$ cat src/rtl/i2c_arb_pkg.sv
// Shared definitions for the I2C bus arbiter: FSM encoding, line levels and
// the round-robin winner search.
package i2c_arb_pkg;

   localparam logic [1:0] ST_IDLE    = 2'd0;
   localparam logic [1:0] ST_GRANT   = 2'd1;
   localparam logic [1:0] ST_RECOVER = 2'd2;

   // Open-drain convention: *_t = 1 releases the line, 0 pulls it low.
   localparam logic LINE_RELEASE = 1'b1;

   localparam int MAX_REQ = 8;

   // First set request bit at or after ptr, wrapping n-1 -> 0.
   // Returns ptr when no bit is set; callers only use it when |req.
   function automatic logic [2:0] rr_pick(input logic [MAX_REQ-1:0] req,
                                          input logic [2:0] ptr,
                                          input int unsigned n);
      logic [2:0]  win;
      logic        found;
      int unsigned idx;
      win   = ptr;
      found = 1'b0;
      for (int unsigned i = 0; i < MAX_REQ; i++) begin
         idx = (32'(ptr) + i) % n;
         if (!found && (i < n) && req[idx[2:0]]) begin
            win   = idx[2:0];
            found = 1'b1;
         end
      end
      return win;
   endfunction

   // Pointer to the master after w, modulo n.
   function automatic logic [2:0] rr_next(input logic [2:0] w, input int unsigned n);
      return ((32'(w) + 32'd1) == n) ? 3'd0 : (w + 3'd1);
   endfunction

endpackage

$ cat src/rtl/i2c_bus_idle_det.sv
// Bus-idle detector: synchronises the asynchronous SDA/SCL pad inputs and
// counts consecutive cycles with both lines high, saturating at IDLE_CYCLES.
module i2c_bus_idle_det #(
   parameter int IDLE_CYCLES = 200
) (
   input  logic clk,
   input  logic reset_n,
   input  logic sda_i,
   input  logic scl_i,
   input  logic clr,
   output logic bus_free
);

   localparam int CW = $clog2(IDLE_CYCLES + 1);

   logic [1:0]    sda_sync;
   logic [1:0]    scl_sync;
   logic [CW-1:0] cnt;

   // Two-flop synchronisers; reset low so the count starts only once real samples arrive.
   always_ff @(posedge clk or negedge reset_n) begin
      if (!reset_n) begin
         sda_sync <= 2'b00;
         scl_sync <= 2'b00;
      end else begin
         sda_sync <= {sda_sync[0], sda_i};
         scl_sync <= {scl_sync[0], scl_i};
      end
   end

   // Consecutive-high counter; any low sample or an end-of-grant clear restarts it.
   always_ff @(posedge clk or negedge reset_n) begin
      if (!reset_n) begin
         cnt <= '0;
      end else if (clr || !(sda_sync[1] && scl_sync[1])) begin
         cnt <= '0;
      end else if (cnt != CW'(IDLE_CYCLES)) begin
         cnt <= cnt + 1'b1;
      end
   end

   assign bus_free = (cnt == CW'(IDLE_CYCLES));

endmodule

$ cat src/rtl/i2c_bus_arbiter.sv
// Round-robin arbiter sharing one open-drain I2C bus between NREQ masters.
// A grant is issued only after the bus has read idle for IDLE_CYCLES and is
// held until the owner drops its request.
// Optional feature: define I2C_ARB_TIMEOUT_EN to forcibly release a grant
// after TIMEOUT_CYCLES and record it in timeout_flag.
module i2c_bus_arbiter
   import i2c_arb_pkg::*;
#(
   parameter int NREQ           = 2,
   parameter int IDLE_CYCLES    = 200,
   parameter int TIMEOUT_CYCLES = 2_500_000
) (
   input  logic            clk,
   input  logic            reset_n,
   input  logic [NREQ-1:0] req,
   output logic [NREQ-1:0] gnt,
   input  logic [NREQ-1:0] m_sda_t,
   input  logic [NREQ-1:0] m_scl_t,
   output logic            sda_t,
   output logic            scl_t,
   input  logic            sda_i,
   input  logic            scl_i,
   output logic            busy,
   output logic [NREQ-1:0] timeout_flag,
   input  logic            flag_clr,
   output logic [1:0]      fsm_state
);

   logic [1:0]         state;
   logic [NREQ-1:0]    owner;      // one-hot owner, kept through RECOVER
   logic [2:0]         rr;
   logic [2:0]         win;
   logic [NREQ-1:0]    win_oh;
   logic [MAX_REQ-1:0] req_pad;
   logic               req_w;
   logic               bus_free;
   logic               bus_clr;
   logic               t_hit;
   logic               sda_m;
   logic               scl_m;

   assign fsm_state = state;

   i2c_bus_idle_det #(
      .IDLE_CYCLES(IDLE_CYCLES)
   ) u_idle_det (
      .clk     (clk),
      .reset_n (reset_n),
      .sda_i   (sda_i),
      .scl_i   (scl_i),
      .clr     (bus_clr),
      .bus_free(bus_free)
   );

   // Round-robin winner among current requests, as index and one-hot.
   always_comb begin
      req_pad              = '0;
      req_pad[NREQ-1:0]    = req;
      win                  = rr_pick(req_pad, rr, 32'(NREQ));
      win_oh               = '0;
      for (int k = 0; k < NREQ; k++) begin
         if (3'(k) == win) win_oh[k] = 1'b1;
      end
   end

   assign req_w   = |(req & owner);
   assign bus_clr = (state != ST_IDLE) && !req_w;

   // Pad mux: only the granted master reaches the pins; released otherwise.
   always_comb begin
      sda_m = LINE_RELEASE;
      scl_m = LINE_RELEASE;
      for (int k = 0; k < NREQ; k++) begin
         if (gnt[k]) begin
            sda_m = m_sda_t[k];
            scl_m = m_scl_t[k];
         end
      end
   end

   assign sda_t = sda_m;
   assign scl_t = scl_m;

`ifdef I2C_ARB_TIMEOUT_EN
   localparam int TW = $clog2(TIMEOUT_CYCLES + 1);
   logic [TW-1:0] tcnt;

   assign t_hit = (state == ST_GRANT) && req_w && (tcnt == TW'(TIMEOUT_CYCLES - 1));

   // Grant-length counter: zero while idle, counts every cycle spent in GRANT.
   always_ff @(posedge clk or negedge reset_n) begin
      if (!reset_n) begin
         tcnt <= '0;
      end else if (state == ST_GRANT) begin
         tcnt <= tcnt + 1'b1;
      end else begin
         tcnt <= '0;
      end
   end

   // Sticky timeout flags; a new timeout wins over a simultaneous clear.
   always_ff @(posedge clk or negedge reset_n) begin
      if (!reset_n) begin
         timeout_flag <= '0;
      end else begin
         timeout_flag <= (flag_clr ? '0 : timeout_flag) | (t_hit ? owner : '0);
      end
   end
`else
   logic unused_cfg;
   assign unused_cfg   = flag_clr | (TIMEOUT_CYCLES < 1);
   assign t_hit        = 1'b0;
   assign timeout_flag = '0;
`endif

   // Arbitration FSM: IDLE -> GRANT on a free bus, back to IDLE when the owner lets go.
   always_ff @(posedge clk or negedge reset_n) begin
      if (!reset_n) begin
         state <= ST_IDLE;
         gnt   <= '0;
         owner <= '0;
         busy  <= 1'b0;
         rr    <= 3'd0;
      end else begin
         case (state)
            ST_IDLE: begin
               if (bus_free && (|req)) begin
                  gnt   <= win_oh;
                  owner <= win_oh;
                  busy  <= 1'b1;
                  rr    <= rr_next(win, 32'(NREQ));
                  state <= ST_GRANT;
               end
            end
            ST_GRANT: begin
               if (!req_w) begin
                  gnt   <= '0;
                  busy  <= 1'b0;
                  state <= ST_IDLE;
               end else if (t_hit) begin
                  gnt   <= '0;
                  busy  <= 1'b0;
                  state <= ST_RECOVER;
               end
            end
            ST_RECOVER: begin
               if (!req_w) state <= ST_IDLE;
            end
            default: begin
               gnt   <= '0;
               busy  <= 1'b0;
               state <= ST_IDLE;
            end
         endcase
      end
   end

endmodule

$ cat config.mk
export PLATFORM = sky130hd
export DESIGN_NAME = i2c_bus_arbiter
export DESIGN_NICKNAME = d
export VERILOG_FILES = /design/src/rtl/i2c_arb_pkg.sv /design/src/rtl/i2c_bus_idle_det.sv /design/src/rtl/i2c_bus_arbiter.sv
export SDC_FILE = /design/constraint.sdc
export NUM_CORES = 1
export LEC_CHECK = 0
export BUFFER_PORTS_ARGS = -buffer_cell sky130_fd_sc_hd__clkbuf_2
export CORE_AREA = 3 3 53 65
export CTS_CLUSTER_SIZE = 12
export DETAILED_ROUTE_END_ITERATION = 10
export DIE_AREA = 0 0 56 68
export GPL_TIMING_DRIVEN = 1
export PLACE_DENSITY = 0.65
export SYNTH_ARGS = -nofsm -noshare
export SYNTH_HDL_FRONTEND = slang
export SYNTH_SLANG_ARGS = --single-unit
export TNS_END_PERCENT = 10
$ cat constraint.sdc
create_clock -name clk -period 2.3 [get_ports clk]
set_input_delay 0.46 -clock clk [delete_from_list [all_inputs] [get_ports clk]]
set_output_delay 0.46 -clock clk [all_outputs]
set_load 0.03 [all_outputs]
======== Word level (Yosys, flattened, before mapping) ========
Index checks and enable logic that the tools add are counted.
storage, ports and cells
  register bits ........................... 22
  logic and storage cells ................. 67
  input port bits ......................... 11
cells by class
  mux-type cells .......................... 24
  reductions and logical operators ........ 18
  magnitude comparators ................... 2
  add/sub/neg operators ................... 4
  bitwise gates (word level) .............. 2
  eq/ne operators ......................... 9
operator list
  operator             number
  $mux 8               2
  $mux 1               13
  $mux 3               3
  $add 8x1->8 const B  1
  $eq 8x8->1 const B   1
  $lt 1x4->1 const B   2
  $ne 8x8->1 const B   1
  $mux 2               3
  $ne 2x2->1 const B   3
  $pmux 2 s3           1
  $reduce_or 2->1      3
  $add 3x1->4 const B  1
  $eq 4x2->1 const B   1
  $logic_and 1x1->1    4
  $pmux 2 s2           1
  $reduce_and 2->1     2
  $reduce_bool 2->1    2
  $add 3x1->3 const B  1
  $eq 1x3->1 const A   1
  $logic_not 1->1      3
  $logic_not 3->1      1
  $pmux 1 s3           1
  $reduce_and 3->1     1
  $and 2x2->2          1
  6 further kinds      6

======== Longest topological paths before layout ========
Gate-level depths: netlist of run 1.
  word-level depth ........................ 10
  gate-level depth with buffers ........... 7
  mapped depth without buffers ............ 7

======== By module ========
From an unflattened synthesis of run 1, not the netlist that was laid out.
second synthesis, totals
  cells, all modules ...................... 100
  area, all modules ....................... 1034.7 um^2
modules (own cells, without submodules)
  module            area each (um^2)  cells an instance  seq. area each (um^2)  times used
  i2c_bus_idle_det  560.5             51                 300.3                  1
  i2c_bus_arbiter   474.2             49                 175.2                  1

======== Worst setup path after synthesis of run 1 ========
OpenSTA, ideal clock, no wires.
  kind .................................... reg-to-reg
  start ................................... register u_idle_det.cnt[0]
  end ..................................... register owner[0]
  cell stages (with the launch flop) ...... 7
  buffers on the path ..................... 1
  data arrival time ....................... 1.672 ns
  period minus slack after synthesis ...... 1.796 ns
  slack ................................... 0.504 ns
  data required time ...................... 2.175 ns
  cells stage by stage .................... dfrtp_1 -> inv_1 -> ha_1 -> or3b_4 -> nor4_4 -> buf_6 -> mux2_2
between the ends
  cells in the longest elaborated chain, start to end .. 3
RTL lines
  element                            RTL line                RTL
  start, declared                    i2c_bus_idle_det.sv:18  logic [CW-1:0] cnt;
  start signal, assigned             i2c_bus_idle_det.sv:38  cnt <= cnt + 1'b1;
  $eq 8x8->1                         i2c_bus_idle_det.sv:42  assign bus_free = (cnt == CW'(IDLE_CYCLES));
  $logic_and 1x1->1                  i2c_bus_arbiter.sv:127  if (bus_free && (|req)) begin
  $reduce_and 2->1 (no source line)  n/a
  end signal, assigned               i2c_bus_arbiter.sv:129  owner <= win_oh;
  end, declared                      i2c_bus_arbiter.sv:30   logic [NREQ-1:0] owner;
Every way passes these cells.
A chain may end at the register's enable or synchronous reset.

======== Worst setup path after layout of run 1 ========
  start ................................... register u_idle_det.cnt[0]
  end ..................................... register gnt[1]
between the ends
  cells in the longest elaborated chain, start to end .. 4
RTL lines
  element                            RTL line                RTL
  $eq 8x8->1                         i2c_bus_idle_det.sv:42
  $logic_and 1x1->1                  i2c_bus_arbiter.sv:127
  $ne 2x2->1 (no source line)        n/a
  $reduce_and 3->1 (no source line)  n/a
  end signal, assigned               i2c_bus_arbiter.sv:128  gnt <= win_oh;
  end, declared                      i2c_bus_arbiter.sv:16   output logic [NREQ-1:0] gnt,
Every way passes these cells.

==> results of run 1 <==
## power by group
group	total, W	leakage [nW]	switching [W]	internal (W)
clock network	0.000155	0.0138	0.0000938	0.0000608
registers	0.000382	0.262	0.0000146	0.000367
logic	0.0000959	0.267	0.0000616	0.0000343
## kinds of logic (layout without fill, tap and decap cells)
| family | Yosys count | after routing | synth area share, % |
|---|---|---|---|
| flip-flops | 20 | 20 | 49.81 |
| adder cells (fa/ha/maj) | 6 | 6 | 7.223 |
| multiplexers | 3 | 3 | 3.238 |
| AO/OA/AOI/OAI | 11 | 11 | 7.099 |
| XOR/XNOR | 7 | 7 | 6.102 |
| AND/OR/NAND/NOR | 32 | 32 | 18.68 |
| buffers and inverters | 14 | 28 | 7.472 |
| other | 1 | 3 | 0.3732 |
## flip-flops by register name (all words and copies together), names as in the netlist
| register | cells |
|---|---|
| u_idle_det.cnt | 8 |
| u_idle_det.sda_sync | 2 |
| u_idle_det.scl_sync | 2 |
| busy | 1 |
| owner | 2 |
| rr | 3 |
| gnt | 2 |
## per-stage QoR
step,hold WS (ps),util (%)
floorplan,164.4,-
global placement,332.1,38.62
detailed placement,341.8,38.62
CTS,124.3,39.42
global route,140.6,39.42
finish,109.2,39.42
## final timing paths
path	slack (ps)	endpoint	from
min in group clk	280	u_idle_det.sda_sync[0]	sda_i
hold / removal	110	u_idle_det.cnt[7]	reset_n
setup reg to reg	440	gnt[1]	u_idle_det.cnt[0]
max in group asynchronous	1850	u_idle_det.cnt[1]	reset_n
hold reg to reg	360	u_idle_det.sda_sync[1]	u_idle_det.sda_sync[0]
setup / recovery	440	gnt[1]	u_idle_det.cnt[0]
## cell type report
| cell class | count | area [um^2] | share of cell area, % |
|---|---|---|---|
| Sequential cell | 20 | 500.5 | 44.74 |
| Multi-Input combinational cell | 62 | 436.7 | 39.04 |
| Timing Repair Buffer | 16 | 82.58 | 7.383 |
| Tap cell | 34 | 42.54 | 3.803 |
| Inverter | 9 | 33.78 | 3.020 |
| Clock buffer | 3 | 22.52 | 2.013 |
## per-layer routing
layer	vias up	track usage, %
met2	18	18.71
met5	-	0
met3	2	1.887
met1	325	12.51
li1	338	-
met4	0	4.451
## Yosys cell counts (all sizes together)
cell type  count
dfrtp         20
nor2          10
a22oi          1
nand2b         2
nor3b          3
a22o           2
xnor2          2
ha             5
a21o           1
and3           3
buf            5
xor2           5
o22ai          2
or3b           2
nand4b         1
inv            9
mux2i          1
a21oi          5
conb           1
mux2           2
nor4           1
maj3           1
nand2          3
nand3          7
## cell usage in the layout, fill, tap and decap left out, types with 5 or more instances in the layout
cell type	count
xor2_1	5
dfrtp_1	20
clkbuf_2	15
a21oi_1	5
inv_1	9
nand3_1	7
ha_1	5
nor2_1	10
## critical path: stages (launching register included)
cell	delay [ps]
dfrtp_1	440
inv_1	110
ha_1	140
or3b_4	380
nor4_4	210
buf_4	230
a21oi_1	70
a22o_1	200
==> results_dict.tcl, run 1 <==
set metrics [dict create \
    dp_hpwl_um 1323 \
    cts_tree "yes" \
    met3_length_um 72 \
    startpoint_type "register" \
    antenna_found_initial 0 \
    grt-ovfl-total 0 \
    vias 683 \
    top_level_ports 20 \
    ys_seq_elements 20 \
    cts_hold_buf 0 \
    reg2regPathDepth 7 \
    topRoutingLayerUsed "met4" \
    htree_levels 1 \
    wl_met1_um 756 \
    drt_first_pass_iters 4 \
    crit_required_ps 2490 \
    syn_to_final_growth_pct 11.33 \
    ys_warn_count 0 \
    fmax_mhz 537.1 \
    drtIter0Drc 9 \
    yosysTopAreaCell "dfrtp_1" \
    drive_gt1_share_pct 22.73 \
    p_total_w 0.0006320 \
    start_util_pct 35.41 \
    clk_pin_slew_ps 100 \
    final-hold-violation-count 0 \
    fin_cells 144 \
    tns_ps 0 \
    diodes 0 \
    finalCriticalPeriod_ps 1862 \
    grt_pass1_wl_um 3194 \
    post_synth_main_area_contributors "dfrtp_1, ha_1, xor2_1" \
    outcome "finished, final reports clean" \
    drt_wl_total_um 1704 \
    drc 0 \
    drt.antenna.violating_nets 0 \
    report.final.slew_viol_count 0 \
    die_width_um 56 \
    cellLeakagePower_nw 0.5424 \
    fillers 290 \
    netlist_area_um2 1005 \
    syn_area_per_cell_um2 10.69 \
    place.port_buffers 15 \
    max-vdd-ir-drop_v 0.0004108 \
    min_period_over_period_pct 80.95 \
    setup_slack_ps 438.2 \
    postLayoutCellArea_um2 1119 \
    coreArea_um2 2838 \
    die_h_um 68 \
    cts_setup_buffers 0 \
    grt_pass1_vias 746 \
    grt_util_all_layers_pct 10.50 \
    cap_violations 0 \
    finalSetupViolCount 0 \
    place_congestion 0.7948 \
    cp_max_fo 10 \
    rsz0062_at_grt "no" \
    cts_buffer_depth 2 \
    yosysSeqAreaShare_pct 49.81 \
    insertion_delay_ps 290 \
    wl_per_cell_um 11.83 \
    synth_top_cell_area_share_pct 49.81 \
    power_density_nw_per_um2 565.0 \
    rows 21 \
    critical_path_class "register to register" \
    synth.distinct_cells 26 \
    numClockSinks 20 \
    min_path_type "input pin to asynchronous set/reset pin" \
    drt-vias-per-instance 4.743 \
    dp_cells 141 \
    cts_resized 0 \
    dpl_cell_area_um2 1096 \
    synthCells 94 \
    cts_made_buffers 3 \
    grt_max_degree 21 \
    met2_length_um 864 \
    final_nets 128 \
    root_buffer "clkbuf_4" \
    preCtsSetupSlack_ps 446.9 \
    die_area_um2 3808 \
    cp.arrival_ps 2050 \
    cp-end-kind "register" \
    finClkSkew_ps 5.380 \
]
Note: power is estimated with default switching activity, not from simulation.
==> run 2, diff against run 1 <==
--- a/config.mk
+++ b/config.mk
@@ -11,7 +11,7 @@
 export DETAILED_ROUTE_END_ITERATION = 10
 export DIE_AREA = 0 0 56 68
 export GPL_TIMING_DRIVEN = 1
-export PLACE_DENSITY = 0.65
+export PLACE_DENSITY = 0.67
 export SYNTH_ARGS = -nofsm -noshare
 export SYNTH_HDL_FRONTEND = slang
 export SYNTH_SLANG_ARGS = --single-unit
==> constraint.sdc (replaced) <==
create_clock -name clk -period 1.5 [get_ports clk]
set_input_delay 0.3 -clock clk [delete_from_list [all_inputs] [get_ports clk]]
set_output_delay 0.3 -clock clk [all_outputs]
set_load 0.03 [all_outputs]
==> run 2 against run 1 <==
Net effect:
- the flow now finishes with violations (negative setup slack)
- non-clock buffer count grew 17
- final cell count increased by 13%
- worst hold slack worse by 5.3 ps
- power rose by 71%
- critical path type unchanged
==> results_dict.tcl, run 2 (synthesis results as in run 1) <==
set metrics [dict create \
    outcome "finished, violations left" \
    violations "negative setup slack" \
    numClockSinks 20 \
    place_congestion 0.8388 \
    cts_setup_buffers 0 \
    syn_to_final_growth_pct 27.65 \
    power_density_nw_per_um2 842.7 \
    top_register "u_idle_det.cnt" \
    cts_buffer_depth 2 \
    cap_violations 0 \
    drt-vias-per-instance 4.741 \
    die_width_um 56 \
    coreArea_um2 2838 \
    cp_max_fo 5 \
    drt_wl_total_um 1879 \
    drive_gt1_share_pct 35.94 \
    drt_first_pass_iters 4 \
    finalSetupViolCount 12 \
    top_regs "u_idle_det.cnt: 8 flops, rr: 3 flops" \
    die_area_um2 3808 \
    final_common_cell "dfrtp_1" \
    insertion_delay_ps 290 \
    crit_required_ps 1690 \
    rows 21 \
    cellLeakagePower_nw 0.6405 \
    root_buffer "clkbuf_4" \
    grt_pass1_wl_um 3249 \
    fmax_mhz 575.6 \
    largest_reg_flops 8 \
    grt_max_degree 21 \
    grt_util_all_layers_pct 10.75 \
    final-hold-violation-count 0 \
    max-vdd-ir-drop_v 0.0006120 \
    cts_made_buffers 3 \
    finalCriticalPeriod_ps 1737 \
    rsz0062_at_grt "yes" \
    top_level_ports 20 \
    cts_tree "yes" \
    critical_path_class "register to register" \
    drt.antenna.violating_nets 0 \
    grt_pass1_vias 784 \
    dp_hpwl_um 1408 \
    postLayoutCellArea_um2 1282 \
    rr_startpoint "u_idle_det.cnt[0]" \
    dp_cells 157 \
    fin_cells 162 \
    antenna_found_initial 0 \
    holdWs_ps 104.0 \
    hp-start "sda_i" \
    drc 0 \
    cp-end-kind "register" \
    diodes 0 \
    final_cell_mix "dfrtp_1, buf_4, clkbuf_2" \
    report.final.slew_viol_count 0 \
    vias 768 \
    place.port_buffers 15 \
    start_util_pct 35.41 \
    clk_pin_slew_ps 110 \
    setup_slack_ps -237.3 \
    htree_levels 1 \
    finalCoreUtilization_pct 45.19 \
    finClkSkew_ps 2.871 \
    die_h_um 68 \
    dpl_cell_area_um2 1216 \
    final_nets 145 \
    startpoint "u_idle_det.cnt[0]" \
    min_period_over_period_pct 115.8 \
    cp.arrival_ps 1930 \
    wl_per_cell_um 11.60 \
    grt-ovfl-total 0 \
    p_total_w 0.001081 \
    startpoint_type "register" \
    min_path_type "input pin to register" \
    drtIter0Drc 13 \
]
run 2: worst max-delay path: stages, from the launching register on:
cell and delay, ps:
dfrtp_1 400, inv_2 60, ha_1 130, or3b_4 390
nor4_4 280, mux2_2 380
run 2: cell type report:
class	count	area [um^2]
clock buffer	4	36.28
fill	278	1555
inverter	9	33.78
multi-input combinational	62	451.7
sequential	20	500.5
tap	34	42.54
timing repair buffer	33	217.7
run 2: stage by stage:
stage	TNS [ps]	worst slack (ps)
global placement	-1222	-189.2
floorplan	-1176	-296.4
CTS	-1817	-245.3
finish	-1796	-237.3
global route	-3023	-326.8
detailed placement	-1577	-234.6
run 2: metal layers:
metal,up-vias,routed length (um),track usage (%),share of wire [%]
met5,-,0,0,0
met4,0,31,3.561,1.6
met3,4,76,1.887,4.0
met2,17,947,20.18,50
met1,369,824,12.41,44
li1,378,-,-,-
run 2: power by group:
part,internal [W],switching [W],leakage [nW],total (W)
Sequential,0.000563,0.0000160,0.262,0.000579
Clock,0.000148,0.000160,0.0210,0.000308
Combinational,0.0000835,0.000111,0.358,0.000194
Total,0.000794,0.000287,0.640,0.00108
run 2: timing repair:
action,CTS,global route
gates resized for setup,3,5
hold buffers,1,0
hold endpoints to repair,20,0
setup endpoints to repair,13,13
run 2: final timing paths:
kind	endpoint	cells past startpoint	slack [ps]
max	owner[0]	5	-240
max in group asynchronous	u_idle_det.cnt[6]	2	670
min	u_idle_det.sda_sync[0]	1	100
max reg2reg	owner[0]	5	-240
min in group asynchronous	owner[0]	2	500
min reg2reg	u_idle_det.scl_sync[1]	0	360
